<file path="config.mk">
export PLATFORM = sky130hd
export DESIGN_NAME = sram_load_sequencer
export DESIGN_NICKNAME = d
export VERILOG_FILES = /design/src/rtl/sram_load_sequencer.sv
export SDC_FILE = /design/constraint.sdc
export NUM_CORES = 1
export LEC_CHECK = 0
export CAP_MARGIN = 25
export CORE_UTILIZATION = 51
export DETAILED_ROUTE_END_ITERATION = 12
export PLACE_DENSITY = 0.82
export SLEW_MARGIN = 20
export SYNTH_ARGS = -nofsm -noshare
export SYNTH_HDL_FRONTEND = slang
export SYNTH_SLANG_ARGS = --single-unit
</file>
<file path="constraint.sdc">
create_clock -name clk -period 2 [get_ports clk]
set_input_delay 0.3 -clock clk [delete_from_list [all_inputs] [get_ports clk]]
set_output_delay 0.3 -clock clk [all_outputs]
set_load 0.05 [all_outputs]
</file>
<file path="src/rtl/sram_load_sequencer.sv">
// SRAM load sequencer: one image load per detection start, then round-robin
// coefficient bank loads on request, each transfer guarded by a watchdog.
//
// state        | meaning
// -------------+-----------------------------------------------------------
// S_IDLE       | waiting for start_detecting
// S_LOAD_IMAGE | start_sram pulse for the image transfer
// S_WAIT_IMAGE | image transfer in flight, watchdog running
// S_DONE_IMAGE | image transfer complete pulse
// S_COEF_IDLE  | waiting for request_coef or done_processing
// S_LOAD_COEF  | start_sram pulse for coefficient bank bank_sel
// S_WAIT_COEF  | coefficient transfer in flight, watchdog running
// S_COEF_DONE  | coefficient transfer complete pulse, advance bank next
// S_ERROR      | watchdog expired, held until abort
module sram_load_sequencer #(
  parameter int NUM_COEF_BANKS = 4,
  parameter int BANK_W         = 2,
  parameter int TIMEOUT_CYCLES = 1024,
  parameter int TMR_W          = 11
) (
  input  logic              clk,
  input  logic              n_rst,
  input  logic              start_detecting,
  input  logic              request_coef,
  input  logic              done_processing,
  input  logic              abort,
  input  logic              sram_done,
  output logic              start_sram,
  output logic              n_coef_image,
  output logic [BANK_W-1:0] bank_sel,
  output logic              image_weights_loaded,
  output logic              last_bank,
  output logic              busy,
  output logic              timeout_err
);

  typedef enum logic [3:0] {
    S_IDLE       = 4'd0,
    S_LOAD_IMAGE = 4'd1,
    S_WAIT_IMAGE = 4'd2,
    S_DONE_IMAGE = 4'd3,
    S_COEF_IDLE  = 4'd4,
    S_LOAD_COEF  = 4'd5,
    S_WAIT_COEF  = 4'd6,
    S_COEF_DONE  = 4'd7,
    S_ERROR      = 4'd8
  } state_t;

  localparam logic [BANK_W-1:0] LAST_BANK = BANK_W'(NUM_COEF_BANKS - 1);
  // With the watchdog disabled the compare value is irrelevant; keep it legal.
  localparam logic [TMR_W-1:0]  WDOG_LAST = TMR_W'((TIMEOUT_CYCLES > 0) ? TIMEOUT_CYCLES - 1 : 0);
  localparam bit                WDOG_EN   = (TIMEOUT_CYCLES > 0);

  state_t            state, state_nxt;
  logic [BANK_W-1:0] bank, bank_nxt;
  logic [TMR_W-1:0]  wdog, wdog_nxt;
  logic              in_wait, nxt_wait, wdog_expired;

  // State, bank pointer and watchdog registers.
  always_ff @(posedge clk or negedge n_rst) begin
    if (!n_rst) begin
      state <= S_IDLE;
      bank  <= '0;
      wdog  <= '0;
    end else begin
      state <= state_nxt;
      bank  <= bank_nxt;
      wdog  <= wdog_nxt;
    end
  end

  // Next state, bank pointer and watchdog; abort overrides everything.
  always_comb begin
    state_nxt    = state;
    bank_nxt     = bank;
    wdog_nxt     = '0;
    in_wait      = (state == S_WAIT_IMAGE) || (state == S_WAIT_COEF);
    wdog_expired = WDOG_EN && (wdog == WDOG_LAST);

    unique case (state)
      S_IDLE:       if (start_detecting) state_nxt = S_LOAD_IMAGE;
      S_LOAD_IMAGE: state_nxt = S_WAIT_IMAGE;
      S_WAIT_IMAGE: begin
        if (sram_done)         state_nxt = S_DONE_IMAGE;
        else if (wdog_expired) state_nxt = S_ERROR;
      end
      S_DONE_IMAGE: state_nxt = S_COEF_IDLE;
      S_COEF_IDLE: begin
        if (request_coef) begin
          state_nxt = S_LOAD_COEF;
        end else if (done_processing) begin
          state_nxt = S_IDLE;
          bank_nxt  = '0;
        end
      end
      S_LOAD_COEF:  state_nxt = S_WAIT_COEF;
      S_WAIT_COEF: begin
        if (sram_done)         state_nxt = S_COEF_DONE;
        else if (wdog_expired) state_nxt = S_ERROR;
      end
      S_COEF_DONE: begin
        state_nxt = S_COEF_IDLE;
        bank_nxt  = (bank == LAST_BANK) ? '0 : bank + BANK_W'(1);
      end
      S_ERROR:      state_nxt = S_ERROR;
      default:      state_nxt = S_IDLE;
    endcase

    if (abort) begin
      state_nxt = S_IDLE;
      bank_nxt  = '0;
    end

    // Counter only advances while staying in a WAIT state; entering WAIT
    // from LOAD starts it at zero, and it saturates rather than wrapping.
    nxt_wait = (state_nxt == S_WAIT_IMAGE) || (state_nxt == S_WAIT_COEF);
    if (in_wait && nxt_wait)
      wdog_nxt = (wdog == {TMR_W{1'b1}}) ? wdog : wdog + TMR_W'(1);
  end

  // Moore output decode from the current state.
  always_comb begin
    start_sram           = 1'b0;
    n_coef_image         = 1'b0;
    image_weights_loaded = 1'b0;
    last_bank            = 1'b0;
    timeout_err          = 1'b0;
    busy                 = (state != S_IDLE) && (state != S_ERROR);
    unique case (state)
      S_LOAD_IMAGE: begin
        start_sram   = 1'b1;
        n_coef_image = 1'b1;
      end
      S_WAIT_IMAGE: n_coef_image = 1'b1;
      S_DONE_IMAGE: image_weights_loaded = 1'b1;
      S_LOAD_COEF:  start_sram = 1'b1;
      S_COEF_DONE: begin
        image_weights_loaded = 1'b1;
        last_bank            = (bank == LAST_BANK);
      end
      S_ERROR:      timeout_err = 1'b1;
      default:      ;
    endcase
  end

  assign bank_sel = bank;

endmodule

</file>
==> summary.txt <==
Synth
  • Unique masters post-synth: 34
  • Yosys warns: 0
  • Sequential area share after synthesis: a little under half
  • Total nets after synthesis: between 100 and 150
  • Post-synthesis cell count: roughly 100
  • Netlist Area Pre-Place: between 900 and 1000 um2
  • Yosys reg bits: 17
  • Syn avg cell area: between 9 and 10 um2

Setup path
  • Slowest CP cell: dfrtp_1
  • Worst Setup Start Kind: flip-flop
  • Worst EP arrival: around 1600 ps
  • Crit path cell chain: or2b_2 > a211oi_2 > buf_12
  • Crit end category: primary output
  • Crit path buffers/inverters: 1
  • Critical Path Source: state[1]
  • Critical path class: reg2out
  • Critical Path RT: around 1700 ps
  • Worst path top cell family by delay: flip-flops
  • RR Startpoint: wdog[0]
  • Maximum fanout along the worst path: 9
  • CP max stage delay: 480 ps

Clocking
  • Clk pin slew, worst setup/hold paths: around 100 ps
  • Clock buffer depth: 2
  • Total CTS buffers: 3
  • Hold Buf Count CTS: 0
  • H-tree Lvls: 1
  • Clock root cell: clkbuf_4
  • TritonCTS clock tree: yes
  • CTS Sinks: 17
  • Clk_lat worst skew: approximately 280 ps

Floorplan
  • Io pins: 15
  • Core Box Area: about 1700 um2
  • Starting Density: a little over half
  • Die W: ~45 um
  • Die footprint: just under 2000 um2
  • FP Rows: 15
  • Die Ht: around 45 um

STA
  • Worst-Margin Slew: approximately 490 ps
  • Final period utilization: a little over nine tenths
  • Worst slew margin: between 60 and 70%
  • Max-slew violations: 0
  • Worst Skew: around 1.4 ps
  • Hold_ws: around 330 ps
  • RSZ-0062 raised after global routing: no
  • Fin Setup TNS: 0 ps
  • Fmax: about 0.53 GHz
  • Final setup fails: 0
  • Crit path time final: roughly 1900 ps
  • Final Hold Vio Count: 0

GRT
  • Grt total ovfl: 0
  • GRT Total Usage: a little over a fifth
  • First-pass GRT wire length: about 3100 um
  • Number of global-route vias before repair: approximately 740
  • Largest net degree at the start of global routing: 18
  • Initial antenna violation count: 0

Final layout
  • ANT cells: 0
  • Share of layout cells above drive strength 1: 12.5%
  • Area delta synth->final: 28.4%
  • Most frequent cells in the layout: 17 x dfrtp_1, 12 x nor2_1, 8 x clkdlybuf4s50_1, 7 x nand2_1
  • Total Nets Final: between 100 and 150
  • Most common cell after layout, fill and taps aside: dfrtp_1
  • Fillers: between 100 and 150

Route
  • DR vias/cell: between 5 and 6
  • Vias: 847
  • Routed WL: 1930 um
  • Initial DRC count: 27
  • DR DRC count: 0
  • Met3 WL: 81 um
  • DR WL/cell: approximately 13 um
  • Top Layer Used: met4
  • Drt pass-1 iters: 4
  • M1 WL: ~900 um
  • ANT nets after route: 0
  • WL met2: between 900 and 1000 um

Job
  • Max Cap Viol: 0

Power
  • Leak pwr: just under 0.5 nW
  • Worst-case vdd ir drop: between 0.0004 and 0.0005 V
  • Power Density: a little under 600 nW/um2

Place
  • Port Buffers: 14
  • GP Congestion: about 0.85
  • DP Wirelength: 1460 um

Outcome
  • Run status: finished clean

Worst hold path
  • Min-Delay Path Class: in2async
cell type report:
cell class                 instances  area (um2)  area share (%)
clock buffer                       4        26.3            2.22
sequential                        17         425            35.9
tap                               25        31.3            2.64
timing repair buffer              17         199            16.8
multi-input combinational         77         483            40.8
inverter                           5        18.8            1.59
synthesized netlist by cell type:
cell | count | share of area (%)
a211o_1 | 1 | 0.95
a211oi_1 | 4 | 3.3
a21oi_1 | 5 | 2.7
a22oi_1 | 2 | 1.6
a31oi_1 | 2 | 1.4
and2_1 | 4 | 2.7
and3_1 | 1 | 0.68
and4_1 | 1 | 0.95
dfrtp_1 | 17 | 46
ha_1 | 2 | 2.7
inv_1 | 5 | 2.0
mux2i_1 | 1 | 1.1
nand2_1 | 7 | 2.8
nand3_1 | 3 | 1.6
nand4_1 | 3 | 2.0
nor2_1 | 12 | 4.9
nor2b_1 | 1 | 0.68
nor3_1 | 5 | 2.7
nor3_2 | 1 | 1.1
nor4b_1 | 1 | 0.95
o211ai_1 | 1 | 0.81
o21ai_0 | 2 | 1.1
o21bai_1 | 1 | 0.81
o22ai_1 | 1 | 0.68
o311ai_0 | 1 | 0.95
o31ai_1 | 3 | 2.4
or2_2 | 1 | 0.68
or2b_1 | 2 | 1.6
or2b_2 | 1 | 0.95
or3_1 | 2 | 1.4
or4_1 | 2 | 1.6
or4b_1 | 1 | 1.1
xnor2_1 | 1 | 0.95
xor2_1 | 2 | 1.9
through the flow:
step | power [mW] | instances | cell area (um2) | setup slack (ps) | util (%)
after global placement | 0.517 | 141 | 1160 | 134 | 67.8
final | 0.692 | 145 | 1180 | 101 | 69.3
after CTS | 0.698 | 145 | 1180 | 93.7 | 69.3
after global routing | 0.715 | 145 | 1180 | 35.9 | 69.3
after floorplan | 0.447 | 99 | 927 | 207 | -
after detailed placement | 0.520 | 141 | 1160 | 103 | 67.8
flip-flops by register name (all words and copies together), names as in the netlist:
name / cells
bank_sel: 2
state: 4
wdog: 11
worst reg2reg max path, cell delays in order (launching register included):
cell and delay (ps):
dfrtp_1 430, ha_1 250, and3_1 230, nand4_1 200, nand2_1 240, nor3_1 260
worst paths after layout:
kind,cells after the start,slack [ps],end
max,3,100,n_coef_image
min,2,330,wdog[5]
max reg2reg,5,310,wdog[3]
min reg2reg,1,540,wdog[8]
max in group asynchronous,2,1480,wdog[3]
min in group clk,1,540,wdog[8]
report_power, final:
group	switching [mW]	total [mW]	internal, mW	leakage, nW
combinational	0.0843	0.148	0.0635	0.246
clock	0.105	0.182	0.0774	0.0150
sequential	0.0122	0.362	0.350	0.236
layer usage:
layer / global-route usage (%) / vias to the layer above
li1: - / 411
met5: 0 / -
met2: 31.8 / 21
met1: 30.1 / 411
met3: 4.08 / 4
met4: 6.06 / 0
what timing repair did:
item | CTS | global route
endpoints found under the hold margin | 0 | 0
endpoints found under the setup margin | 1 | 0
setup buffers | 0 | 0
gates resized for setup | 1 | 0
cell families after synthesis:
family	after synthesis	synth area share (%)
AND/OR/NAND/NOR	48	28.5
AO/OA/AOI/OAI	23	16.7
flip-flops	17	46.1
buffers and inverters	5	2.04
XOR/XNOR	3	2.85
adder cells (fa/ha/maj)	2	2.71
multiplexers	1	1.09
No activity file was read; power rests on OpenSTA's default activity.
